--- src/rtl/k_and_s_pkg.sv ---
// Shared types for the K&S processor: instruction decode, sequencer states,
// ULA operation encodings and the bundle of control strobes.
package k_and_s_pkg;

    typedef enum logic [3:0] {
        I_NOP    = 4'h0,
        I_LOAD   = 4'h1,
        I_STORE  = 4'h2,
        I_MOVE   = 4'h3,
        I_ADD    = 4'h4,
        I_SUB    = 4'h5,
        I_AND    = 4'h6,
        I_OR     = 4'h7,
        I_BRANCH = 4'h8,
        I_BZERO  = 4'h9,
        I_BNZERO = 4'hA,
        I_BNEG   = 4'hB,
        I_BNNEG  = 4'hC,
        I_BOV    = 4'hD,
        I_BNOV   = 4'hE,
        I_HALT   = 4'hF
    } decoded_instruction_type;

    typedef enum logic [3:0] {
        FETCH  = 4'd0,
        DECODE = 4'd1,
        LOAD_1 = 4'd2,
        LOAD_2 = 4'd3,
        STORE  = 4'd4,
        ALU    = 4'd5,
        MOVE   = 4'd6,
        BRANCH = 4'd7,
        HALT   = 4'd8
    } ctrl_state_type;

    localparam logic [1:0] OP_ADD = 2'b00;
    localparam logic [1:0] OP_SUB = 2'b01;
    localparam logic [1:0] OP_AND = 2'b10;
    localparam logic [1:0] OP_OR  = 2'b11;

    typedef struct packed {
        logic       branch;
        logic       pc_enable;
        logic       ir_enable;
        logic       addr_sel;
        logic       c_sel;
        logic [1:0] operation;
        logic       write_reg_enable;
        logic       flags_reg_enable;
        logic       ram_write_enable;
        logic       halt;
    } ctrl_out_type;

    // Strobes for a state; instr only matters for picking the ULA op in ALU.
    function automatic ctrl_out_type ctrl_decode(input ctrl_state_type s,
                                                 input decoded_instruction_type instr);
        ctrl_out_type c;
        c = '0;
        case (s)
            FETCH:  c.ir_enable = 1'b1;
            DECODE: c.pc_enable = 1'b1;
            LOAD_1: c.addr_sel  = 1'b1;
            LOAD_2: begin
                c.addr_sel         = 1'b1;
                c.c_sel            = 1'b1;
                c.write_reg_enable = 1'b1;
            end
            STORE: begin
                c.addr_sel         = 1'b1;
                c.ram_write_enable = 1'b1;
            end
            ALU: begin
                c.write_reg_enable = 1'b1;
                c.flags_reg_enable = 1'b1;
                case (instr)
                    I_SUB:   c.operation = OP_SUB;
                    I_AND:   c.operation = OP_AND;
                    I_OR:    c.operation = OP_OR;
                    default: c.operation = OP_ADD;
                endcase
            end
            MOVE: begin
                c.operation        = OP_OR;
                c.write_reg_enable = 1'b1;
            end
            BRANCH: begin
                c.branch    = 1'b1;
                c.pc_enable = 1'b1;
            end
            HALT:    c.halt = 1'b1;
            default: c = '0;
        endcase
        return c;
    endfunction

endpackage

--- src/rtl/control_unit.sv ---
// K&S processor sequencer: fetch/decode/execute loop driving data_path and
// the RAM write strobe, one instruction at a time until HALT.
//
// state  | meaning
// FETCH  | IR <= RAM[PC]
// DECODE | PC <= PC+1, choose execute state from the decode
// LOAD_1 | RAM addressed by IR field, read data in flight
// LOAD_2 | register <= data_in
// STORE  | RAM[IR field] <= register
// ALU    | register <= ULA result, flags updated
// MOVE   | register <= OR(x,x), flags untouched
// BRANCH | PC <= IR address field
// HALT   | stopped until reset
module control_unit
    import k_and_s_pkg::*;
(
    input  logic                    clk,
    input  logic                    rst_n,
    input  decoded_instruction_type decoded_instruction,
    input  logic                    zero_op,
    input  logic                    neg_op,
    input  logic                    unsigned_overflow,
    input  logic                    signed_overflow,
    output logic                    branch,
    output logic                    pc_enable,
    output logic                    ir_enable,
    output logic                    addr_sel,
    output logic                    c_sel,
    output logic [1:0]              operation,
    output logic                    write_reg_enable,
    output logic                    flags_reg_enable,
    output logic                    ram_write_enable,
    output logic                    halt
);

    ctrl_state_type r_state;
    ctrl_state_type w_next;
    ctrl_out_type   r_ctrl;
    ctrl_out_type   w_ctrl;
    logic           w_unused_uovf;

    assign w_unused_uovf = unsigned_overflow;

    always_comb begin
        w_next = FETCH;
        case (r_state)
            FETCH:  w_next = DECODE;
            DECODE: begin
                case (decoded_instruction)
                    I_LOAD:   w_next = LOAD_1;
                    I_STORE:  w_next = STORE;
                    I_MOVE:   w_next = MOVE;
                    I_ADD, I_SUB, I_AND, I_OR: w_next = ALU;
                    I_BRANCH: w_next = BRANCH;
                    I_BZERO:  w_next = zero_op          ? BRANCH : FETCH;
                    I_BNZERO: w_next = !zero_op         ? BRANCH : FETCH;
                    I_BNEG:   w_next = neg_op           ? BRANCH : FETCH;
                    I_BNNEG:  w_next = !neg_op          ? BRANCH : FETCH;
                    I_BOV:    w_next = signed_overflow  ? BRANCH : FETCH;
                    I_BNOV:   w_next = !signed_overflow ? BRANCH : FETCH;
                    I_HALT:   w_next = HALT;
                    default:  w_next = FETCH;
                endcase
            end
            LOAD_1:  w_next = LOAD_2;
            HALT:    w_next = HALT;
            default: w_next = FETCH;
        endcase
    end

    // Strobes are computed for the state being entered so they appear as flops.
    always_ff @(posedge clk) begin
        if (!rst_n) begin
            r_state <= FETCH;
            r_ctrl  <= ctrl_decode(FETCH, I_NOP);
        end else begin
            r_state <= w_next;
            r_ctrl  <= ctrl_decode(w_next, decoded_instruction);
        end
    end

    // Reset blanks every strobe immediately, so an interrupted instruction never writes.
    assign w_ctrl = rst_n ? r_ctrl : '0;

    assign branch           = w_ctrl.branch;
    assign pc_enable        = w_ctrl.pc_enable;
    assign ir_enable        = w_ctrl.ir_enable;
    assign addr_sel         = w_ctrl.addr_sel;
    assign c_sel            = w_ctrl.c_sel;
    assign operation        = w_ctrl.operation;
    assign write_reg_enable = w_ctrl.write_reg_enable;
    assign flags_reg_enable = w_ctrl.flags_reg_enable;
    assign ram_write_enable = w_ctrl.ram_write_enable;
    assign halt             = w_ctrl.halt;

endmodule

--- config.mk ---
export PLATFORM = sky130hd
export DESIGN_NAME = control_unit
export DESIGN_NICKNAME = d
export VERILOG_FILES = /design/src/rtl/k_and_s_pkg.sv /design/src/rtl/control_unit.sv
export SDC_FILE = /design/constraint.sdc
export NUM_CORES = 1
export LEC_CHECK = 0
export BUFFER_PORTS_ARGS = -buffer_cell sky130_fd_sc_hd__buf_2
export CAP_MARGIN = 20
export CORE_MARGIN = 10
export CORE_UTILIZATION = 40
export CTS_CLUSTER_SIZE = 8
export DETAILED_ROUTE_END_ITERATION = 12
export GPL_ROUTABILITY_DRIVEN = 0
export PLACE_DENSITY_LB_ADDON = 0.3
export SYNTH_ARGS = -nofsm -noshare
export SYNTH_HDL_FRONTEND = slang
export SYNTH_SLANG_ARGS = --single-unit
--- constraint.sdc ---
create_clock -name clk -period 2.1 [get_ports clk]
set_clock_uncertainty 0.15 [all_clocks]
set_input_delay 0.42 -clock clk [delete_from_list [all_inputs] [get_ports clk]]
set_output_delay 0.42 -clock clk [all_outputs]
set_load 0.1 [all_outputs]
# --- After elaboration in Yosys (flattened, before gate mapping) ---
# Cells that the tools add are included.
totals:
  wordCells: 63
  register_bits: 15
  input_bits: 10
  output_inout_bits: 11
classes:
  n_reduce_logical: 6
  muxes: 20
  eq_ne: 26
op_table:
  columns: ["cell", "n"]
  rows:
  - ["4-bit case mux with 12 select lines", 1]
  - ["4-bit == test (second input constant)", 10]
  - ["4-bit by 3-bit == test with 1-bit output (second input constant)", 8]
  - ["4-bit by 2-bit == test with 1-bit output (second input constant)", 5]
  - ["3-bit two-way mux", 6]
  - ["4-bit case mux with 4 select lines", 1]
  - ["4-bit by 1-bit == test with 1-bit output (second input constant)", 3]
  - ["11-bit two-way mux", 1]
  - ["1-bit two-way mux", 9]
  - ["4-bit zero test", 2]
  - ["2-bit case mux with 3 select lines", 1]
  - ["3-bit OR reduction", 2]
  - ["2-bit case mux with 2 select lines", 1]
  - ["4-bit OR reduction", 1]
  - ["2-bit OR reduction", 1]

# --- Longest topological paths before layout ---
logic_depth:
  ltp_word: 7
  ltp_mapped: 5
  depth_no_buf: 5

# --- Worst setup path after synthesis ---
# No wires, ideal clock.
synth_timing:
  path_type: "in2out"
  startpoint: "input rst_n"
  endpoint: "output addr_sel"
  t_arrival_ps: 1374
  cell_stages: 2
  path_slack_ps: 156
  n_path_buf: 1
  required_time_ps: 1530
  cell_sequence: "clkbuf_1 > and2_1"
synth_between:
  elab_chain_cells: 1
synth_lines:
  columns: ["element", "line_no", "text"]
  rows:
  - ["start: declaration", "control_unit.sv:18", "input logic rst_n,"]
  - ["11-bit two-way mux", "control_unit.sv:83", "assign w_ctrl = rst_n ? r_ctrl : '0;"]
  - ["end: declaration", "control_unit.sv:27", "output logic addr_sel,"]
# Every way passes these cells.

# --- Final worst setup path ---
layout_timing:
  startpoint: "input decoded_instruction[1]"
  endpoint: "register r_ctrl[9] (netlist name)"
layout_between:
  elab_chain_cells: 7
  elab_cells_between_ends: 22
  classes_between: "eq/ne: 17; mux: 3; reduce/logical: 2"
layout_lines:
  columns: ["element", "line_no", "text"]
  rows:
  - ["start: declaration", "control_unit.sv:19", "input decoded_instruction_type decoded_instruction,"]
  - ["4-bit by 3-bit == test with 1-bit output", "control_unit.sv:49", "case (decoded_instruction)"]
  - ["4-bit OR reduction", "control_unit.sv:49", null]
  - ["4-bit case mux with 12 select lines (*)", "control_unit.sv:49", null]
  - ["4-bit case mux with 4 select lines (*)", "control_unit.sv:46", "case (r_state)"]
  - ["4-bit by 3-bit == test with 1-bit output or 4-bit by 1-bit == test with 1-bit output (tied branches)", "k_and_s_pkg.sv:59", "case (s)"]
  - ["2-bit OR reduction (no source line) (*)", null, null]
  - ["1-bit two-way mux (*)", "k_and_s_pkg.sv:59", null]
  - ["end signal: assignment", "control_unit.sv:75", "r_ctrl <= ctrl_decode(FETCH, I_NOP);"]
  - ["end signal: assignment", "control_unit.sv:78", "r_ctrl <= ctrl_decode(w_next, decoded_instruction);"]
  - ["end: declaration", "control_unit.sv:38", "ctrl_out_type r_ctrl;"]
# Mark *: on every way between the ends. The rest lies on a longest branch, timed or not.
# A chain may end at the register's enable or synchronous reset.

==> out/qor.txt <==
Pin count of the biggest net entering global routing = 16
Unrepaired setup endpoints after global routing = no
Die height = 64.3 um
Initial antenna violation count = 0
Worst slew pin tran = 0.490 ns
Vias = 680
Longest Clk Path Bufs = 2
Crit path max-delay cell type = a211o_2
First-pass DRT Iterations = 4
Nets = 122
Die area = 4130 um2
CTS Hold Bufs = 0
Antenna cells = 0
# IOs = 21
Overflow after GRT = 0
Worst ir drop on vdd = 0.287 mV
Most frequent cells in the layout = buf_2 (19), and2_1 (15), dfxtp_1 (15), buf_4 (10), a21oi_1 (6)
Final hold slack = 0.359 ns
Final WL = 1740 um
DRC viols = 0
CTS tree = built
Cell Rows = 15
Number of global-route vias before repair = 676
H-Tree Depth = 1
GRT Util Overall = 8.78%
Clock slew at reported path FFs = 0.09 ns
Fin. Hold Viols = 0
Commonest non-fill, non-tap cell in the layout = buf_2
Seq cells post-synth = 15
MaxCap Viol Count = 0
Post-Syn Area = 783 um2
Power per cell area = 754 nW/um2
Clock root cell = clkbuf_4
Setup CP Type = in -> reg
Routed len/inst = 12.8 um
Ys Warns = 0
Relative slew slack = 67.5%
Clk sink count = 15
Hpwl dp = 1420 um
Max-slew violation count = 0
Post-CTS Repair Setup Buffers = 0
Number of buffers created by CTS = 3
Total leakage power = 0.465 nW
Yosys cell types = 34
Post-Synthesis Net Count = 89
Outcome = finished, final reports clean
Final setup violation count = 0
Core Footprint = 1780 um2
Global-route wire length before repair = 3000 um
Post-cts sizing count = 0
Layout cells sized above 1 = 39.6%
Synth Area per Inst = 9.91 um2
Util after Layout = 56.6%
Die width = 64.3 um
CP Buf/Inv Count = 1
Crit-path max FO = 10
Tcrit/Tclk final = 86.7%
CP top delay family = compound AO/OA/AOI/OAI gates
CP startpoint kind = input port
Critical Path End Type = register
Initial core utilization = 43.9%
Area grow syn2layout = 28.8%
Clk_lat worst skew = 0.28 ns
PortBufs = 19
Antenna-violating nets left = 0
Placed insts = 132
DR iter-0 viols = 13
Register area share after synthesis = 38.3%
Arrival time at the worst endpoint = 1.86 ns
WP data required = 2.14 ns
Via density = 5.00
Final worst path period need = 1.82 ns
Max Clock Freq = 0.549 GHz
Layout Cells excl Fill = 136
Post-Syn Instances = 79
Crit-path max cell delay = 0.37 ns
Worst min path class = in -> reg
CP cell instances = buf_2 -> mux2_2 -> a211o_2 -> a32oi_4 -> mux2i_1 -> nor2b_1
[sequential cells by signal (all words and copies together) (netlist names)]
signal,count
r_ctrl,11
r_state,4
[cell families (layout without fill, tap and decap cells)]
logic type,after synthesis,after routing,synth area share [%]
buf+inv,3,35,1.44
simple gates,39,39,34.3
mux,3,3,3.99
compound gates,19,19,21.9
flops,15,15,38.3
[layout make-up]
class / count / area [um2]
clock buffer: 3 / 22.5
clock inverter: 1 / 5.00
fill: 166 / 774
inverter: 2 / 7.51
multi-input combinational: 61 / 472
sequential: 15 / 300
tap: 25 / 31.3
timing repair buffer: 29 / 170
[synth_stat cells]
cell type | count | area (um2)
nand3_1 | 2 | 10.0
nand2b_1 | 1 | 6.26
o21ai_0 | 1 | 5.00
or4_4 | 1 | 11.3
nor3b_2 | 1 | 12.5
nor2b_1 | 1 | 6.26
nor2_1 | 4 | 15.0
or3b_1 | 1 | 8.76
nor3b_1 | 1 | 7.51
and3_1 | 2 | 12.5
a311oi_1 | 1 | 8.76
nand2_1 | 4 | 15.0
nand4_2 | 1 | 12.5
clkbuf_1 | 1 | 3.75
o21ai_1 | 2 | 10.0
a31oi_1 | 1 | 6.26
a31oi_2 | 1 | 12.5
a32oi_4 | 1 | 27.5
nor4b_4 | 1 | 23.8
a311oi_4 | 1 | 26.3
and4_1 | 1 | 8.76
a21o_1 | 2 | 15.0
mux2i_1 | 2 | 20.0
a21oi_1 | 6 | 30.0
inv_1 | 2 | 7.51
nand2_2 | 1 | 6.26
a41o_1 | 1 | 10.0
nor3_2 | 1 | 10.0
and2_1 | 15 | 93.8
mux2_2 | 1 | 11.3
nor4b_1 | 1 | 8.76
a211o_2 | 1 | 10.0
dfxtp_1 | 15 | 300
o211a_1 | 1 | 10.0
[per-layer routing]
| layer | up-vias | share of wire (%) | track usage [%] |
|---|---|---|---|
| li1 | 354 | - | - |
| met1 | 296 | 45 | 10.1 |
| met2 | 25 | 45 | 13.7 |
| met3 | 5 | 6.9 | 2.26 |
| met4 | 0 | 2.9 | 6.42 |
| met5 | - | 0 | 0 |
[power by group]
group | leakage [nW] | switching [W] | internal, W | total [W]
registers | 0.122 | 0.0000112 | 0.000308 | 0.000319
logic | 0.325 | 0.000174 | 0.000107 | 0.000280
clock network | 0.0177 | 0.0000902 | 0.0000707 | 0.000161
total | 0.465 | 0.000275 | 0.000486 | 0.000761
[per-stage QoR]
step / TNS (ns) / area (um2) / total power, W / worst slack (ns)
floorplan: 0 / 783 / 0.000522 / 0.156
global placement: 0 / 981 / 0.000602 / 0.00757
detailed placement: -0.0316 / 981 / 0.000607 / -0.0263
CTS: 0 / 1010 / 0.000766 / 0.277
global route: 0 / 1010 / 0.000807 / 0.106
finish: 0 / 1010 / 0.000761 / 0.278
[path summary, 6_finish.rpt]
| kind | from | endpoint | slack [ns] | cells past startpoint |
|---|---|---|---|---|
| min | rst_n | r_ctrl[6]$_SDFF_PN0_ | 0.36 | 2 |
| max reg2reg | r_state[1]$_SDFF_PN0_ | r_ctrl[7]$_SDFF_PN0_ | 0.28 | 6 |
| min reg2reg | r_state[1]$_SDFF_PN0_ | r_ctrl[3]$_SDFF_PN0_ | 0.49 | 2 |
| max | decoded_instruction[1] | r_ctrl[9]$_SDFF_PN0_ | 0.28 | 6 |
(Power assumes the default switching activity.)
